==> src/rtl/cache_pkg.sv <==
// Shared types, widths and helpers for the N-way write-back cache.
package cache_pkg;

  typedef enum logic [2:0] {
    IDLE,
    LOOKUP,
    WB_REQ,
    FILL_REQ,
    FILL_WAIT,
    RESPOND
  } state_t;

  // Ceiling log2 for elaboration-time width derivation.
  function automatic int clog2(input int n);
    int r;
    r = 0;
    for (int i = 0; i < 32; i++) begin
      if ((1 << r) < n) r++;
    end
    return r;
  endfunction

  localparam int DEF_ADDR_WIDTH = 11;
  localparam int DEF_DATA_WIDTH = 11;
  localparam int DEF_BLOCK_SIZE = 16;
  localparam int DEF_CACHE_SIZE = 256;
  localparam int DEF_NUM_WAYS   = 4;
  localparam int DEF_STAT_WIDTH = 16;
  localparam int DEF_NUM_SETS   = DEF_CACHE_SIZE / (DEF_BLOCK_SIZE * DEF_NUM_WAYS);
  localparam int DEF_OFFSET_W   = clog2(DEF_BLOCK_SIZE);
  localparam int DEF_INDEX_W    = clog2(DEF_NUM_SETS);
  localparam int DEF_TAG_W      = DEF_ADDR_WIDTH - DEF_INDEX_W - DEF_OFFSET_W;
  localparam int DEF_AGE_W      = clog2(DEF_NUM_WAYS);

  // Line-aligned address {tag, index, zero offset}; caller truncates to ADDR_WIDTH.
  function automatic logic [31:0] line_addr(input logic [31:0] tag, input logic [31:0] index,
                                            input int index_w, input int offset_w);
    return ((tag << index_w) | index) << offset_w;
  endfunction

endpackage

==> src/rtl/cache_nway_wb_if.sv <==
// Request/response and backing-memory handshake bundle for cache_nway_wb.
interface cache_nway_wb_if #(
  parameter int ADDR_WIDTH = 11,
  parameter int DATA_WIDTH = 11
);
  logic                  req_valid;
  logic                  req_ready;
  logic                  req_write;
  logic [ADDR_WIDTH-1:0] req_addr;
  logic [DATA_WIDTH-1:0] req_wdata;
  logic                  resp_valid;
  logic [DATA_WIDTH-1:0] resp_rdata;
  logic                  resp_hit;
  logic                  mem_req_valid;
  logic                  mem_req_ready;
  logic                  mem_req_write;
  logic [ADDR_WIDTH-1:0] mem_req_addr;
  logic [DATA_WIDTH-1:0] mem_req_wdata;
  logic                  mem_resp_valid;
  logic [DATA_WIDTH-1:0] mem_resp_rdata;

  // Environment side: request generator plus backing memory.
  modport master (
    output req_valid, req_write, req_addr, req_wdata, mem_req_ready, mem_resp_valid, mem_resp_rdata,
    input  req_ready, resp_valid, resp_rdata, resp_hit, mem_req_valid, mem_req_write, mem_req_addr,
           mem_req_wdata
  );

  // Cache side.
  modport slave (
    input  req_valid, req_write, req_addr, req_wdata, mem_req_ready, mem_resp_valid, mem_resp_rdata,
    output req_ready, resp_valid, resp_rdata, resp_hit, mem_req_valid, mem_req_write, mem_req_addr,
           mem_req_wdata
  );
endinterface

==> src/rtl/cache_lru_nway.sv <==
// True-LRU age tracking per set: victim choice and age update on access.
module cache_lru_nway
  import cache_pkg::*;
#(
  parameter int NUM_SETS = DEF_NUM_SETS,
  parameter int NUM_WAYS = DEF_NUM_WAYS,
  localparam int SET_W = clog2(NUM_SETS),
  localparam int AGE_W = clog2(NUM_WAYS)
) (
  input  logic                clk,
  input  logic                rst,
  input  logic [SET_W-1:0]    sel_set,
  input  logic [NUM_WAYS-1:0] sel_valid,
  output logic [AGE_W-1:0]    victim,
  input  logic                upd_en,
  input  logic [AGE_W-1:0]    upd_way
);
  logic [AGE_W-1:0] age_q [NUM_SETS][NUM_WAYS];

  // Victim: lowest-index invalid way, otherwise the oldest way.
  always_comb begin
    victim = '0;
    for (int w = NUM_WAYS - 1; w >= 0; w--) begin
      if (age_q[sel_set][w] == AGE_W'(NUM_WAYS - 1)) victim = AGE_W'(w);
    end
    for (int w = NUM_WAYS - 1; w >= 0; w--) begin
      if (!sel_valid[w]) victim = AGE_W'(w);
    end
  end

  // Age update: accessed way becomes youngest, younger ways age by one.
  always_ff @(posedge clk or posedge rst) begin
    if (rst) begin
      for (int s = 0; s < NUM_SETS; s++) begin
        for (int w = 0; w < NUM_WAYS; w++) age_q[s][w] <= AGE_W'(w);
      end
    end else if (upd_en) begin
      for (int w = 0; w < NUM_WAYS; w++) begin
        if (AGE_W'(w) == upd_way)
          age_q[sel_set][w] <= '0;
        else if (age_q[sel_set][w] < age_q[sel_set][upd_way])
          age_q[sel_set][w] <= age_q[sel_set][w] + 1'b1;
      end
    end
  end
endmodule

==> src/rtl/cache_nway_wb.sv <==
// N-way set-associative write-back/write-allocate cache, one word per line.
module cache_nway_wb
  import cache_pkg::*;
#(
  parameter int ADDR_WIDTH = DEF_ADDR_WIDTH,
  parameter int DATA_WIDTH = DEF_DATA_WIDTH,
  parameter int BLOCK_SIZE = DEF_BLOCK_SIZE,
  parameter int CACHE_SIZE = DEF_CACHE_SIZE,
  parameter int NUM_WAYS   = DEF_NUM_WAYS,
  parameter int STAT_WIDTH = DEF_STAT_WIDTH
) (
  input  logic                  clk,
  input  logic                  rst,
  cache_nway_wb_if.slave        bus,
  output logic [STAT_WIDTH-1:0] hit_count,
  output logic [STAT_WIDTH-1:0] miss_count
);
  localparam int NUM_SETS = CACHE_SIZE / (BLOCK_SIZE * NUM_WAYS);
  localparam int OFFSET_W = clog2(BLOCK_SIZE);
  localparam int INDEX_W  = clog2(NUM_SETS);
  localparam int TAG_W    = ADDR_WIDTH - INDEX_W - OFFSET_W;
  localparam int AGE_W    = clog2(NUM_WAYS);

  state_t                state;
  logic                  r_write;
  logic [TAG_W-1:0]      r_tag;
  logic [INDEX_W-1:0]    r_idx;
  logic [DATA_WIDTH-1:0] r_wdata;
  logic [AGE_W-1:0]      victim, victim_q, hit_way;
  logic                  hit, lru_upd, fill_fire, wr_hit;
  logic [DATA_WIDTH-1:0] hit_data, fill_data;
  logic [ADDR_WIDTH-1:0] fill_line, victim_line;

  logic [NUM_WAYS-1:0]   valid_q [NUM_SETS];
  logic [NUM_WAYS-1:0]   dirty_q [NUM_SETS];
  logic [TAG_W-1:0]      tag_q   [NUM_SETS][NUM_WAYS];
  logic [DATA_WIDTH-1:0] data_q  [NUM_SETS][NUM_WAYS];

  logic                  req_ready_q, resp_valid_q, resp_hit_q;
  logic [DATA_WIDTH-1:0] resp_rdata_q, mem_wdata_q;
  logic                  mem_valid_q, mem_write_q;
  logic [ADDR_WIDTH-1:0] mem_addr_q;

  assign bus.req_ready     = req_ready_q;
  assign bus.resp_valid    = resp_valid_q;
  assign bus.resp_rdata    = resp_rdata_q;
  assign bus.resp_hit      = resp_hit_q;
  assign bus.mem_req_valid = mem_valid_q;
  assign bus.mem_req_write = mem_write_q;
  assign bus.mem_req_addr  = mem_addr_q;
  assign bus.mem_req_wdata = mem_wdata_q;

  // Tag compare across all ways of the addressed set.
  always_comb begin
    hit     = 1'b0;
    hit_way = '0;
    for (int w = 0; w < NUM_WAYS; w++) begin
      if (valid_q[r_idx][w] && tag_q[r_idx][w] == r_tag) begin
        hit     = 1'b1;
        hit_way = AGE_W'(w);
      end
    end
  end

  assign fill_fire   = (state == FILL_WAIT) && bus.mem_resp_valid;
  assign wr_hit      = (state == LOOKUP) && hit && r_write;
  assign lru_upd     = ((state == LOOKUP) && hit) || fill_fire;
  assign hit_data    = r_write ? r_wdata : data_q[r_idx][hit_way];
  assign fill_data   = r_write ? r_wdata : bus.mem_resp_rdata;
  assign fill_line   = ADDR_WIDTH'(line_addr(32'(r_tag), 32'(r_idx), INDEX_W, OFFSET_W));
  assign victim_line = ADDR_WIDTH'(line_addr(32'(tag_q[r_idx][victim]), 32'(r_idx), INDEX_W, OFFSET_W));

  cache_lru_nway #(
    .NUM_SETS (NUM_SETS),
    .NUM_WAYS (NUM_WAYS)
  ) u_lru (
    .clk       (clk),
    .rst       (rst),
    .sel_set   (r_idx),
    .sel_valid (valid_q[r_idx]),
    .victim    (victim),
    .upd_en    (lru_upd),
    .upd_way   ((state == LOOKUP) ? hit_way : victim_q)
  );

  // Working request is loaded only by the IDLE handshake.
  always_ff @(posedge clk) begin
    if (state == IDLE && bus.req_valid) begin
      r_write <= bus.req_write;
      r_tag   <= bus.req_addr[ADDR_WIDTH-1 -: TAG_W];
      r_idx   <= bus.req_addr[OFFSET_W +: INDEX_W];
      r_wdata <= bus.req_wdata;
    end
  end

  // Line storage: write hits update data, fills install tag and data.
  always_ff @(posedge clk) begin
    if (wr_hit) begin
      data_q[r_idx][hit_way] <= r_wdata;
    end else if (fill_fire) begin
      data_q[r_idx][victim_q] <= fill_data;
      tag_q[r_idx][victim_q]  <= r_tag;
    end
  end

  // Control FSM: handshakes, valid/dirty bits, statistics and registered outputs.
  always_ff @(posedge clk or posedge rst) begin
    if (rst) begin
      state        <= IDLE;
      req_ready_q  <= 1'b1;
      resp_valid_q <= 1'b0;
      resp_rdata_q <= '0;
      resp_hit_q   <= 1'b0;
      mem_valid_q  <= 1'b0;
      mem_write_q  <= 1'b0;
      mem_addr_q   <= '0;
      mem_wdata_q  <= '0;
      hit_count    <= '0;
      miss_count   <= '0;
      victim_q     <= '0;
      for (int s = 0; s < NUM_SETS; s++) begin
        valid_q[s] <= '0;
        dirty_q[s] <= '0;
      end
    end else begin
      case (state)
        IDLE: begin
          if (bus.req_valid) begin
            req_ready_q <= 1'b0;
            state       <= LOOKUP;
          end
        end
        LOOKUP: begin
          if (hit) begin
            if (r_write) dirty_q[r_idx][hit_way] <= 1'b1;
            resp_valid_q <= 1'b1;
            resp_hit_q   <= 1'b1;
            resp_rdata_q <= hit_data;
            if (hit_count != '1) hit_count <= hit_count + 1'b1;
            state <= RESPOND;
          end else begin
            if (miss_count != '1) miss_count <= miss_count + 1'b1;
            victim_q    <= victim;
            mem_valid_q <= 1'b1;
            if (valid_q[r_idx][victim] && dirty_q[r_idx][victim]) begin
              mem_write_q <= 1'b1;
              mem_addr_q  <= victim_line;
              mem_wdata_q <= data_q[r_idx][victim];
              state       <= WB_REQ;
            end else begin
              mem_write_q <= 1'b0;
              mem_addr_q  <= fill_line;
              state       <= FILL_REQ;
            end
          end
        end
        WB_REQ: begin
          // Writeback must complete before the fill is issued.
          if (bus.mem_req_ready) begin
            mem_write_q <= 1'b0;
            mem_addr_q  <= fill_line;
            state       <= FILL_REQ;
          end
        end
        FILL_REQ: begin
          if (bus.mem_req_ready) begin
            mem_valid_q <= 1'b0;
            state       <= FILL_WAIT;
          end
        end
        FILL_WAIT: begin
          if (bus.mem_resp_valid) begin
            valid_q[r_idx][victim_q] <= 1'b1;
            dirty_q[r_idx][victim_q] <= r_write;
            resp_valid_q <= 1'b1;
            resp_hit_q   <= 1'b0;
            resp_rdata_q <= fill_data;
            state        <= RESPOND;
          end
        end
        RESPOND: begin
          resp_valid_q <= 1'b0;
          req_ready_q  <= 1'b1;
          state        <= IDLE;
        end
        default: state <= IDLE;
      endcase
    end
  end
endmodule

==> src/flat_wrapper.sv <==
// flat-port wrapper written by rule: the top's interface ports become plain ports
module cache_nway_wb_flat import cache_pkg::*;
#(
  parameter int ADDR_WIDTH = DEF_ADDR_WIDTH,
  parameter int DATA_WIDTH = DEF_DATA_WIDTH,
  parameter int BLOCK_SIZE = DEF_BLOCK_SIZE,
  parameter int CACHE_SIZE = DEF_CACHE_SIZE,
  parameter int NUM_WAYS   = DEF_NUM_WAYS,
  parameter int STAT_WIDTH = DEF_STAT_WIDTH
)
  (clk, rst, hit_count, miss_count, bus_req_valid, bus_req_write, bus_req_addr, bus_req_wdata, bus_mem_req_ready, bus_mem_resp_valid, bus_mem_resp_rdata, bus_req_ready, bus_resp_valid, bus_resp_rdata, bus_resp_hit, bus_mem_req_valid, bus_mem_req_write, bus_mem_req_addr, bus_mem_req_wdata);
  cache_nway_wb_if #(.ADDR_WIDTH(ADDR_WIDTH), .DATA_WIDTH(DATA_WIDTH)) bus_i ();
  input  logic clk;
  input  logic rst;
  output logic [STAT_WIDTH-1:0] hit_count;
  output logic [STAT_WIDTH-1:0] miss_count;
  input wire logic [$bits(bus_i.req_valid)-1:0] bus_req_valid;
  input wire logic [$bits(bus_i.req_write)-1:0] bus_req_write;
  input wire logic [$bits(bus_i.req_addr)-1:0] bus_req_addr;
  input wire logic [$bits(bus_i.req_wdata)-1:0] bus_req_wdata;
  input wire logic [$bits(bus_i.mem_req_ready)-1:0] bus_mem_req_ready;
  input wire logic [$bits(bus_i.mem_resp_valid)-1:0] bus_mem_resp_valid;
  input wire logic [$bits(bus_i.mem_resp_rdata)-1:0] bus_mem_resp_rdata;
  output wire logic [$bits(bus_i.req_ready)-1:0] bus_req_ready;
  output wire logic [$bits(bus_i.resp_valid)-1:0] bus_resp_valid;
  output wire logic [$bits(bus_i.resp_rdata)-1:0] bus_resp_rdata;
  output wire logic [$bits(bus_i.resp_hit)-1:0] bus_resp_hit;
  output wire logic [$bits(bus_i.mem_req_valid)-1:0] bus_mem_req_valid;
  output wire logic [$bits(bus_i.mem_req_write)-1:0] bus_mem_req_write;
  output wire logic [$bits(bus_i.mem_req_addr)-1:0] bus_mem_req_addr;
  output wire logic [$bits(bus_i.mem_req_wdata)-1:0] bus_mem_req_wdata;
  assign bus_i.req_valid = bus_req_valid;
  assign bus_i.req_write = bus_req_write;
  assign bus_i.req_addr = bus_req_addr;
  assign bus_i.req_wdata = bus_req_wdata;
  assign bus_i.mem_req_ready = bus_mem_req_ready;
  assign bus_i.mem_resp_valid = bus_mem_resp_valid;
  assign bus_i.mem_resp_rdata = bus_mem_resp_rdata;
  assign bus_req_ready = bus_i.req_ready;
  assign bus_resp_valid = bus_i.resp_valid;
  assign bus_resp_rdata = bus_i.resp_rdata;
  assign bus_resp_hit = bus_i.resp_hit;
  assign bus_mem_req_valid = bus_i.mem_req_valid;
  assign bus_mem_req_write = bus_i.mem_req_write;
  assign bus_mem_req_addr = bus_i.mem_req_addr;
  assign bus_mem_req_wdata = bus_i.mem_req_wdata;
  cache_nway_wb #(.ADDR_WIDTH(ADDR_WIDTH), .DATA_WIDTH(DATA_WIDTH), .BLOCK_SIZE(BLOCK_SIZE), .CACHE_SIZE(CACHE_SIZE), .NUM_WAYS(NUM_WAYS), .STAT_WIDTH(STAT_WIDTH)) u_core (.clk(clk), .rst(rst), .bus(bus_i), .hit_count(hit_count), .miss_count(miss_count));
endmodule
==> config.mk <==
export PLATFORM = sky130hd
export DESIGN_NAME = cache_nway_wb_flat
export DESIGN_NICKNAME = d
export VERILOG_FILES = /design/src/rtl/cache_pkg.sv /design/src/rtl/cache_nway_wb_if.sv /design/src/rtl/cache_lru_nway.sv /design/src/rtl/cache_nway_wb.sv /design/src/flat_wrapper.sv
export SDC_FILE = /design/constraint.sdc
export NUM_CORES = 1
export LEC_CHECK = 0
export CORE_ASPECT_RATIO = 2
export CORE_UTILIZATION = 64
export DETAILED_ROUTE_END_ITERATION = 8
export PLACE_DENSITY = 0.86
export SLEW_MARGIN = 20
export SYNTH_ARGS = -nofsm -noshare
export SYNTH_HDL_FRONTEND = slang
export SYNTH_HIERARCHICAL = 1
export SYNTH_SLANG_ARGS = --single-unit
==> constraint.sdc <==
create_clock -name clk -period 9.8 [get_ports clk]
set_input_delay 0.98 -clock clk [delete_from_list [all_inputs] [get_ports clk]]
set_output_delay 0.98 -clock clk [all_outputs]
set_load 0.05 [all_outputs]
==> flow_metrics.tcl, run 1 <==
set metrics [dict create \
    antenna_found_initial 2 \
    grt_pass1_wl_um 72000 \
    vias 11628 \
    wirelength_um 47600 \
    fp.dieW_um 123 \
    rrSetupSlack_ps 3940 \
    r2r_cells 13 \
    clock.fmax_ghz 0.171 \
    clock-root-buffer "clkbuf_16" \
    comb_power_share_pct 30.8 \
    synth_cell_types 76 \
    synth-seq-cells 412 \
    dieArea_um2 29800 \
    power.switching_uw 1770 \
    final-setup-viol-count 0 \
    async_reset_ff_share_pct 32.8 \
    violations "design-rule violations" \
    hold_violations 0 \
    initial_core_util_pct 65.5 \
    gp_congestion 0.905 \
    p_per_area_nw_per_um2 249 \
    worst_slew_pin_slew_ps 1160 \
    drt_iter0_drc 1062 \
    intPower_uw 3480 \
    rsz0062_at_grt "no" \
    synthesis.area_um2 18600 \
    yosys.area_share.xor_xnor_pct 2.40 \
    synth_compound_area_share_pct 5.89 \
    ir_drop_uv 226 \
    grt_max_degree 73 \
    rows 87 \
    final_antenna_net_count 0 \
    ctsResizeCount 0 \
    cap_viol_max_count 0 \
    status "finished with violations" \
    p_leak_uw 0.00752 \
    min_to "u_core/valid_q[12]" \
    antenna_cells 0 \
    synth_edf_count 275 \
    min_period_ps 5860 \
    clock_power_share_pct 26.7 \
    cts.path.max_buffers 3 \
    avgSynthCellArea_um2 15.7 \
    wire_per_inst_um 28.6 \
    clock-sinks 412 \
    regToRegEndpoint "u_core/u_lru/age_q[12]" \
    min_path_type "flip-flop to flip-flop" \
    ys_seq_area_share_pct 62.9 \
    critPathMaxFanout 39 \
    postCtsSetupRepairBufs 0 \
    arrival_ps 6320 \
    viasPerCell 6.98 \
    switching_share_pct 33.7 \
    period_share_pct 59.8 \
    dp_hpwl_um 31200 \
    drtPass1Iterations 9 \
    grt_pass1_vias 12138 \
    path_clk_slew_ps 70 \
    gr-total-overflow 0 \
    ys_warn_count 6 \
    cp-end-kind "flip-flop" \
    syn2layout_area_growth_pct 13.5 \
    path_class "flip-flop to flip-flop" \
    p_seq_share_pct 42.5 \
    dp_slack_ps 3970 \
    synth_top_family_by_area "multiplexers" \
    hp-start "u_core/valid_q[12]" \
    postSynthCellCount 1184 \
    synth_flop_cell "edfxtp_1" \
    holdPathStages 1 \
    layout-drive-gt1-share_pct 26.8 \
    muxShareOfSynthArea_pct 18.4 \
    cts_tree "done" \
    worstSkewPairLatency_ps 540 \
    numCtsBuffers 36 \
    fin_skew_ps 23.3 \
    io_pins 109 \
    drc 1 \
    setup_ws_ps 3940 \
    max-slew-margin-rel_pct 22.4 \
    synthAdderAreaFrac_pct 0.673 \
    portBuffers 100 \
    crit_path_start_kind "flip-flop" \
    chipHeight_um 243 \
    yosys.area_share.simple_pct 7.69 \
    layout.nets 1333 \
    finalSetupTns_ps 0 \
    htree_levels 2 \
    slew_viol_final 0 \
    required_ps 10260 \
    track_usage_pct 33.7 \
    cts-hold-fix-buffers 0 \
    core_area_um2 28400 \
]
final cells by class:
class / count / area (um2)
inverter: 11 / 43.8
timing repair buffer: 124 / 1180
fill: 1696 / 7310
sequential: 412 / 11700
clock inverter: 18 / 188
clock buffer: 46 / 958
tap: 356 / 445
multi-input combinational: 699 / 6580
layer usage:
metal / routed length, um / track usage (%) / share of wire (%) / up-vias
met5: 13 / 0 / 0.027 / -
met4: 4020 / 24.7 / 8.5 / 2
met3: 3480 / 6.06 / 7.3 / 249
met2: 25500 / 58.3 / 54 / 707
met1: 14500 / 35.8 / 31 / 5885
li1: - / - / - / 4785
worst max path at each step:
stage	to	cells past startpoint	slack, ps	from
after floorplan	u_core/u_lru/age_q[6]	16	5510	flip-flop
after global placement	u_core/u_lru/age_q[4]	12	4070	flip-flop
after detailed placement	u_core/u_lru/age_q[4]	13	3970	flip-flop
after CTS	u_core/u_lru/age_q[4]	13	3930	flip-flop
after global routing	u_core/u_lru/age_q[20]	13	3530	flip-flop
final	u_core/u_lru/age_q[12]	13	3940	flip-flop
synthesized netlist by cell type (3+ instances only):
| library cell | n | share of area, % |
|---|---|---|
| edfxtp_1 | 275 | 44 |
| dfrtp_1 | 118 | 16 |
| mux4_2 | 95 | 12 |
| nor2_1 | 87 | 1.8 |
| mux2_2 | 77 | 4.7 |
| nand2_1 | 76 | 1.5 |
| clkbuf_1 | 38 | 0.77 |
| xnor2_1 | 36 | 1.7 |
| a21oi_1 | 26 | 0.70 |
| a31oi_1 | 20 | 0.67 |
| nand3_1 | 20 | 0.54 |
| or2_2 | 19 | 0.64 |
| dfstp_2 | 17 | 2.4 |
| o21ai_0 | 17 | 0.46 |
| mux2_1 | 15 | 0.91 |
| xor2_1 | 15 | 0.71 |
| nor2b_1 | 14 | 0.47 |
| mux2_4 | 13 | 1.0 |
| o32a_2 | 13 | 0.79 |
| nor3_1 | 12 | 0.32 |
| and3_1 | 11 | 0.37 |
| buf_2 | 11 | 0.30 |
| inv_1 | 11 | 0.22 |
| ha_1 | 10 | 0.67 |
| o211ai_1 | 10 | 0.40 |
| a221o_1 | 8 | 0.43 |
| nor4_1 | 8 | 0.27 |
| nand4_1 | 7 | 0.24 |
| buf_1 | 6 | 0.12 |
| mux2i_1 | 6 | 0.32 |
| nand2b_1 | 6 | 0.20 |
| buf_4 | 5 | 0.20 |
| nand3b_1 | 5 | 0.20 |
| nor2_2 | 5 | 0.17 |
| a2bb2oi_1 | 4 | 0.19 |
| and4_1 | 4 | 0.19 |
| o22ai_2 | 4 | 0.27 |
| a2111oi_0 | 3 | 0.14 |
| a211o_1 | 3 | 0.14 |
| a221oi_1 | 3 | 0.14 |
| and2_1 | 3 | 0.10 |
| buf_6 | 3 | 0.18 |
cells by family (layout without fill, tap and decap cells):
logic type	count (synthesis)	after routing
flops	412	412
simple gates	289	289
mux	206	206
compound gates	139	139
buf+inv	76	199
xor+xnor	51	51
fa+ha+maj	10	10
other cells	1	4
metrics by stage:
step / hold slack (ps) / cells / utilization (%) / power [uW] / cell area (um2)
2_1_floorplan: 434 / 1187 / - / 3330 / 18600
3_3_place_gp: 446 / 1602 / 70.2 / 3790 / 20000
3_5_place_dp: 450 / 1602 / 70.2 / 3840 / 20000
4_1_cts: 470 / 1666 / 74.3 / 5240 / 21100
5_1_grt: 486 / 1666 / 74.3 / 5420 / 21100
6_report: 470 / 1666 / 74.3 / 5260 / 21100
sequential cells by signal, summed over array words and instances (netlist names), named ones only:
register / cells
u_core/miss_count: 16
u_core/bus.req_ready: 1
u_core/bus.resp_rdata: 11
u_core/bus.mem_req_addr: 7
u_core/bus.mem_req_valid: 1
u_core/dirty_q: 16
u_core/r_tag: 5
u_core/tag_q: 80
u_core/victim_q: 2
u_core/r_write: 1
u_core/bus.mem_req_write: 1
u_core/state: 3
u_core/bus.mem_req_wdata: 11
u_core/r_wdata: 11
u_core/r_idx: 2
u_core/hit_count: 16
u_core/data_q: 176
u_core/u_lru/age_q: 32
u_core/valid_q: 16
u_core/bus.resp_hit: 1
u_core/bus.resp_valid: 1
critical path, cell delays in order, from the launching register on:
cell	delay, ps
dfxtp_4	720
buf_4	720
mux4_2	660
xnor2_1	180
nand4_1	210
nor2_1	160
buf_4	340
a21oi_1	70
a21oi_1	500
mux4_2	580
inv_1	180
ha_1	300
a2111oi_0	860
mux2_1	250
power groups by stage:
| stage | Sequential (uW) | Combinational [uW] | Clock [uW] |
|---|---|---|---|
| 2_1_floorplan | 2420 | 916 | 0 |
| 3_3_place_gp | 2250 | 1540 | 0 |
| 3_5_place_dp | 2260 | 1580 | 0 |
| 4_1_cts | 2230 | 1600 | 1420 |
| 5_1_grt | 2250 | 1690 | 1480 |
| 6_report | 2230 | 1620 | 1400 |
cells in the final DEF (no fill, tap or decap), drive strengths merged, types with 24 or more instances in the layout:
| cell type | Yosys | routed |
|---|---|---|
| buf | 27 | 24 |
| dfrtp | 118 | 118 |
| nor2 | 94 | 94 |
| clkbuf | 38 | 46 |
| mux4 | 95 | 95 |
| clkdlybuf4s50 | 0 | 100 |
| nand2 | 77 | 77 |
| mux2 | 105 | 105 |
| xnor2 | 36 | 36 |
| a21oi | 28 | 28 |
| edfxtp | 275 | 275 |
Power figures use the tool's default switching activity.
==> run 2, diff against run 1 <==
Settings changed: CORE_UTILIZATION 64 to 54, PLACE_DENSITY 0.86 to 0.77.
Clock period 9.8 ns to 5.2 ns, I/O delays scaled along.
==> flow_metrics.tcl, run 2 (synthesis results as in run 1) <==
set metrics [dict create \
    fin_skew_ps 25.0 \
    grt_pass1_vias 11651 \
    ctsResizeCount 0 \
    slew_viol_final 0 \
    clock-sinks 412 \
    status "completed" \
    drtPass1Iterations 5 \
    min_period_ps 4630 \
    final_antenna_net_count 0 \
    setup_ws_ps 573 \
    dp_hpwl_um 32400 \
    largest_reg_flops 176 \
    dp_slack_ps 551 \
    layout.nets 1350 \
    path_class "flip-flop to flip-flop" \
    top_register "u_core/data_q" \
    final_util_pct 63.4 \
    initial_core_util_pct 55.1 \
    dieArea_um2 35200 \
    syn2layout_area_growth_pct 15.1 \
    cap_viol_max_count 0 \
    final-setup-viol-count 0 \
    portBuffers 100 \
    cts_tree "done" \
    vias 11143 \
    grt_pass1_wl_um 69700 \
    viasPerCell 6.31 \
    numCtsBuffers 37 \
    cts.path.max_buffers 3 \
    reg_top3 "u_core/data_q x176, u_core/tag_q x80, u_core/u_lru/age_q x32" \
    path_clk_slew_ps 60 \
    finalSetupTns_ps 0 \
    wire_per_inst_um 26.0 \
    drc 0 \
    rows 95 \
    critPathSlowestCell "a2111oi_0" \
    fp.dieW_um 133 \
    period_share_pct 89.0 \
    drt_iter0_drc 842 \
    layout_commonest_cell "edfxtp_1" \
    rsz0062_at_grt "no" \
    postCtsSetupRepairBufs 0 \
    slowest_delay_ps 660 \
    p_leak_uw 0.00766 \
    layout_common_cells "edfxtp_1 (275), dfrtp_1 (118), clkdlybuf4s50_1 (100)" \
    clock.fmax_ghz 0.216 \
    arrival_ps 5110 \
    clock-root-buffer "clkbuf_16" \
    grt_max_degree 70 \
    min_path_type "primary input to async pin" \
    hold_violations 0 \
    critPathMaxFanout 24 \
    finalPower_uw 10000 \
    track_usage_pct 27.1 \
    fillCellCount 2431 \
    max-slew-margin-rel_pct 38.1 \
    worst_slew_pin_slew_ps 929 \
    cts-hold-fix-buffers 0 \
    cp-end-kind "flip-flop" \
    p_per_area_nw_per_um2 469 \
    antenna_cells 0 \
    worstSkewPairLatency_ps 550 \
    gr-total-overflow 0 \
    final_cell_area_um2 21400 \
    layout-drive-gt1-share_pct 27.5 \
    io_pins 109 \
    core_area_um2 33800 \
    crit_path_start_kind "flip-flop" \
    antenna_found_initial 1 \
    gp_congestion 0.902 \
    htree_levels 2 \
    placed_area_um2 20200 \
    required_ps 5680 \
    wirelength_um 46000 \
    ir_drop_uv 413 \
    chipHeight_um 264 \
    crit_chain "mux4_2, xnor2_1, nand4_1, a21o_1, a21oi_1, a21oi_1, mux4_2, inv_1, ha_1, a2111oi_0, buf_4, mux2_1" \
]
run 2: cell types whose count changed in the layout (fill, tap and decap cells not counted), sizes merged:
cell and change:
buf +16, bufinv +1, clkbuf -1, clkinv +2, clkinvlp +1
run 2: cell type report:
cell class / instances / area, um2 / share of cell area (%)
timing repair buffer: 140 / 1300 / 6.08
clock buffer: 45 / 1010 / 4.71
clock inverter: 22 / 246 / 1.15
multi-input combinational: 699 / 6560 / 30.6
tap: 436 / 546 / 2.55
inverter: 11 / 43.8 / 0.205
sequential: 412 / 11700 / 54.7
run 2: metal layers:
metal	vias to the layer above	track usage (%)	part of all wire [%]
met5	-	0	0.024
met4	2	22.5	9.8
met3	186	4.28	5.8
met2	518	48.7	54
met1	5618	27.2	31
li1	4819	-	-
run 2: report_power, final:
group | switching, uW | internal, uW | leakage [uW]
Sequential | 330 | 3880 | 0.00420
Combinational | 1810 | 1230 | 0.00285
Clock | 1200 | 1600 | 0.000608
run 2: through the flow:
stage                     hold slack (ps)  cells
after global placement                447   1698
after global routing                  486   1765
after detailed placement              451   1698
final                                 467   1765
after CTS                             467   1765
after floorplan                       434   1187
run 2: final timing paths:
kind	to	slack (ps)	cells past startpoint
hold reg to reg	u_core/valid_q[0]	470	1
setup / recovery	u_core/u_lru/age_q[28]	570	12
hold / removal	u_core/u_lru/age_q[5]	470	3
min in group clk	u_core/valid_q[0]	470	1
max in group asynchronous	u_core/dirty_q[12]	3590	3
setup reg to reg	u_core/u_lru/age_q[28]	570	12
run 2: worst max-delay path, delay by kind of cell (launching register included):
family / cells / cell delay [ps]
buffers and inverters: 2 / 390
AO/OA/AOI/OAI: 4 / 1600
flip-flops: 1 / 620
AND/OR/NAND/NOR: 1 / 220
multiplexers: 3 / 1280
adder cells (fa/ha/maj): 1 / 290
XOR/XNOR: 1 / 150
==> run 3, diff against run 2 <==
Settings changed: CTS_CLUSTER_SIZE set to 14.
==> flow_metrics.tcl, run 3 (synthesis results as in run 1) <==
set metrics [dict create \
    crit_path_start_kind "flip-flop" \
    chipHeight_um 264 \
    critPathMaxFanout 24 \
    required_ps 5680 \
    ctsResizeCount 0 \
    instances_no_fill 1763 \
    cp-end-kind "flip-flop" \
    min_path_type "primary input to async pin" \
    fin_skew_ps 18.3 \
    min_period_ps 4670 \
    antenna_found_initial 1 \
    switching_share_pct 33.1 \
    path_class "flip-flop to flip-flop" \
    drt_iter0_drc 883 \
    grt_pass1_wl_um 69500 \
    final_antenna_net_count 0 \
    layout_common_cells "edfxtp_1 (275), dfrtp_1 (118), clkdlybuf4s50_1 (100)" \
    dp_cells 1698 \
    reg_top3 "u_core/data_q x176, u_core/tag_q x80, u_core/u_lru/age_q x32" \
    fp.dieW_um 133 \
    cts.path.max_buffers 3 \
    p_per_area_nw_per_um2 465 \
    cap_viol_max_count 0 \
    period_share_pct 89.8 \
    postCtsSetupRepairBufs 0 \
    io_pins 109 \
    rsz0062_at_grt "no" \
    syn2layout_area_growth_pct 14.7 \
    top_register "u_core/data_q" \
    wire_per_inst_um 26.0 \
    core_area_um2 33800 \
    slew_viol_final 0 \
    r2r_cells 12 \
    p_seq_share_pct 42.5 \
    grt_max_degree 70 \
    finalSetupTns_ps 0 \
    worst_slew_pin_slew_ps 929 \
    hold_violations 0 \
    max-slew-margin-rel_pct 38.1 \
    drtPass1Iterations 6 \
    clock.fmax_ghz 0.214 \
    rows 95 \
    status "completed" \
    portBuffers 100 \
    layout-drive-gt1-share_pct 26.7 \
    intPower_uw 6630 \
    path_clk_slew_ps 70 \
    ir_drop_uv 349 \
    regToRegEndpoint "u_core/u_lru/age_q[28]" \
    vias 11126 \
    antenna_cells 0 \
    layout_commonest_cell "edfxtp_1" \
    numCtsBuffers 37 \
    arrival_ps 5150 \
    grt_pass1_vias 11609 \
    comb_power_share_pct 30.5 \
    dieArea_um2 35200 \
    cts_tree "done" \
    htree_levels 2 \
    initial_core_util_pct 55.1 \
    clock-sinks 412 \
    viasPerCell 6.31 \
    gr-total-overflow 0 \
    rrSetupSlack_ps 530 \
    clock-root-buffer "clkbuf_16" \
    drc 0 \
    final-setup-viol-count 0 \
    power.switching_uw 3280 \
    gp_congestion 0.902 \
    cts-hold-fix-buffers 0 \
    fillCellCount 2444 \
    layout.nets 1350 \
    worstSkewPairLatency_ps 540 \
    finalPower_uw 9910 \
    p_leak_uw 0.00763 \
    clock_power_share_pct 27.0 \
    wirelength_um 45900 \
    track_usage_pct 27.0 \
    dp_hpwl_um 32400 \
    largest_reg_flops 176 \
]
==> run 3: cell types whose count changed in the layout (fill, tap and decap cells not counted) <==
cell,before,now
bufinv_16,4,2
clkinv_1,3,4
clkinv_4,1,0
clkbuf_4,0,2
clkbuf_1,4,12
clkinv_2,8,1
clkbuf_8,3,4
clkinvlp_4,4,0
==> run 3: layout make-up <==
type	count	area (um2)	share of cell area, %
clock buffer	56	1070	5.00
clock inverter	9	116	0.545
inverter	11	43.8	0.205
multi-input combinational	699	6560	30.7
sequential	412	11700	54.9
tap	436	546	2.56
timing repair buffer	140	1300	6.10
==> run 3: worst max-delay path, cell delays in order, from the launching register on <==
cell and delay [ps]:
dfxtp_4 630, mux4_2 600, xnor2_1 150, nand4_1 220, a21o_1 380, a21oi_1 130
a21oi_1 440, mux4_2 560, inv_1 150, ha_1 290, a2111oi_0 680, buf_4 240
mux2_1 120
==> run 3: how the worst max path moves through the flow <==
stage	endpoint	slack (ps)	depth (start not counted)
2_1_floorplan	u_core/u_lru/age_q[6]	910	16
3_3_place_gp	u_core/u_lru/age_q[18]	670	11
3_5_place_dp	u_core/u_lru/age_q[18]	550	11
4_1_cts	u_core/u_lru/age_q[18]	530	11
5_1_grt	u_core/u_lru/age_q[10]	250	11
6_report	u_core/u_lru/age_q[28]	530	12
==> run 3: routing by layer <==
metal / share of wire, % / GRT usage (%) / vias to the layer above
li1: - / - / 4820
met1: 32 / 27.1 / 5648
met2: 54 / 49.5 / 491
met3: 5.3 / 4.13 / 165
met4: 8.8 / 20.5 / 2
met5: 0.024 / 0 / -
==> run 3: power by group through the flow <==
stage          Sequential [uW]  Clock [uW]  Combinational (uW)
2_1_floorplan             4550           0                1730
3_3_place_gp              4250           0                2960
3_5_place_dp              4270           0                3000
4_1_cts                   4210        2730                3010
5_1_grt                   4250        2830                3180
6_report                  4210        2670                3030
==> run 3: per-stage QoR <==
step,area (um2),utilization (%),hold WS [ps],setup slack [ps]
global placement,20200,59.7,447,667
floorplan,18600,-,434,910
CTS,21300,63.2,467,529
global route,21300,63.2,485,247
finish,21300,63.2,466,532
detailed placement,20200,59.7,451,551
==> patch (config.mk and constraints of run 3) <==
Encoding of `state_t`: now one-hot (6 bits for 6 states).
--- a/src/rtl/cache_pkg.sv
+++ b/src/rtl/cache_pkg.sv
@@ -2,11 +2,11 @@
 package cache_pkg;
 
-  typedef enum logic [2:0] {
-    IDLE,
-    LOOKUP,
-    WB_REQ,
-    FILL_REQ,
-    FILL_WAIT,
-    RESPOND
+  typedef enum logic [5:0] {
+    IDLE      = 6'b000001,
+    LOOKUP    = 6'b000010,
+    WB_REQ    = 6'b000100,
+    FILL_REQ  = 6'b001000,
+    FILL_WAIT = 6'b010000,
+    RESPOND   = 6'b100000
   } state_t;
 
Function: same outputs for any inputs over 4 cycles, from zero or initial values and one cycle with rst high; so few cycles prove little.
==> patch against run 3 <==
Highest routed layer is now met4; largest power group unchanged; synthesized area grew 1.2%; clock skew is 0.0047 ns higher; cell area increased by 1.2%; count of clock-buffer cells in the layout rose by 3; sequential cell count grew 3; fmax is 2.4% lower; worst setup slack worse by 0.11 ns; via count up 3.0%; worst hold slack got worse by 0.019 ns; routed wire length grew 1.6%; non-clock buffer count up 7; power shrank 7.6%.
==> patch: results (changes against run 3) <==
| Metric | Value |
|---|---|
| First-pass GRT wire length | `70.6 mm (+1.6%)` |
| Global-route total usage across every layer | `27.0% (+0.035 points)` |
| Nets | `1400 (+3.7%)` |
| Cell variety after synth | `74 (-2.6%)` |
| Vias in the first global route | `11800 (+1.2%)` |
| Hold_ws | `0.447 ns (-0.0188 ns)` |
| Post-Synth Adder-Cell Area | `0.665% (-0.0082 points)` |
| Post-synth top cells | `edfxtp_1 (275), dfrtp_1 (120), mux4_2 (96)` |
| Largest net degree at the start of global routing | `76 (+8.6%)` |
| Wirelength per Cell | `25.6 µm (-1.6%)` |
| Post-synthesis compound-gate area fraction | `6.09% (+0.19 points)` |
| Fillers | `2535 (+3.7%)` |
| Length of routed met3 wiring | `2.60 mm (+7.7%)` |
| Mapped Cells | `1230 (+3.9%)` |
| Leak | `7.75 nW (+1.6%)` |
| Post-synth ARST share | `33.3% (+0.49 points)` |
| Non-Filler Instances | `1820 (+3.2%)` |
| Crit path max fanout | `22 (-8.3%)` |
| R2R setup slack | `0.42 ns (-0.11 ns)` |
| Arr. time, crit path | `5.25 ns (+0.10 ns)` |
| DRT iter0 DRCs | `1024 (+16%)` |
| Placed cell areas | `0.0204 mm² (+1.2%)` |
| M1 WL | `15.2 mm (+5.2%)` |
| Share of layout cells above drive strength 1 | `24.0% (-2.7 points)` |
| Post-Synth XOR/XNOR Area | `2.33% (-0.076 points)` |
| CTS Buf Count | `38 (+2.7%)` |
| Seq/Total Area, Yosys | `62.5% (-0.36 points)` |
| Status | `completed` |
-- patch: power groups by stage --
stage | Sequential (mW) | Clock [mW] | Combinational (mW)
2_1_floorplan | 4.31 | 0 | 1.41
3_3_place_gp | 4.17 | 0 | 2.34
3_5_place_dp | 4.18 | 0 | 2.38
4_1_cts | 4.12 | 2.71 | 2.39
5_1_grt | 4.14 | 2.81 | 2.50
6_report | 4.11 | 2.65 | 2.39
-- patch: cell families after synthesis --
family,after synthesis
buffers and inverters,90
other,1
muxes,189
xor gates and xnor gates,50
AOI/OAI and AO/OA,156
DFF,415
and+or+nand+nor,319
adders and majority gates,10
-- patch: worst paths after layout --
| check | depth (start not counted) | startpoint | end |
|---|---|---|---|
| setup / recovery | 13 | flip-flop | u_core/u_lru/age_q[4]$_DFFE_PP1P_ |
| hold / removal | 2 | rst | u_core/bus.mem_req_addr[7]$_DFFE_PP0P_ |
| setup reg to reg | 13 | flip-flop | u_core/u_lru/age_q[4]$_DFFE_PP1P_ |
| hold reg to reg | 1 | u_core/valid_q[14]$_DFFE_PP0P_ | u_core/valid_q[14]$_DFFE_PP0P_ |
| max in group asynchronous | 3 | rst | u_core/dirty_q[3]$_DFFE_PP0P_ |
| min in group clk | 1 | u_core/valid_q[14]$_DFFE_PP0P_ | u_core/valid_q[14]$_DFFE_PP0P_ |
-- patch: area by class of cell --
cell class                      instances  area share [%]
Clock inverter                          9           0.330
Inverter                               21           0.377
Timing Repair Buffer                  147            6.33
Multi-Input combinational cell        728            30.8
Tap cell                              441            2.56
Sequential cell                       415            54.6
Clock buffer                           59            5.01
-- patch: routing by layer --
layer  GRT usage (%)  vias to the layer above
li1                -                     4961
met1            28.5                     5790
met2            48.5                      543
met3            3.50                      163
met4            20.5                        0
met5               0                        -
-- patch: stage by stage --
step                setup WS, ns  power (mW)  utilization, %
finish                     0.418        9.15            62.8
global route               0.160        9.45            62.8
CTS                        0.407        9.22            62.7
detailed placement         0.437        6.56            59.4
global placement           0.563        6.51            59.4
floorplan                  0.979        5.72               -
-- patch: worst register-to-register path: cells and delay by family, from the launching register on --
kind / cells / cell delay [ns]
and+or+nand+nor: 2 / 0.39
DFF: 1 / 0.66
buffers and inverters: 3 / 0.57
adders and majority gates: 1 / 0.30
xor gates and xnor gates: 1 / 0.21
AOI/OAI and AO/OA: 3 / 1.17
muxes: 3 / 1.44
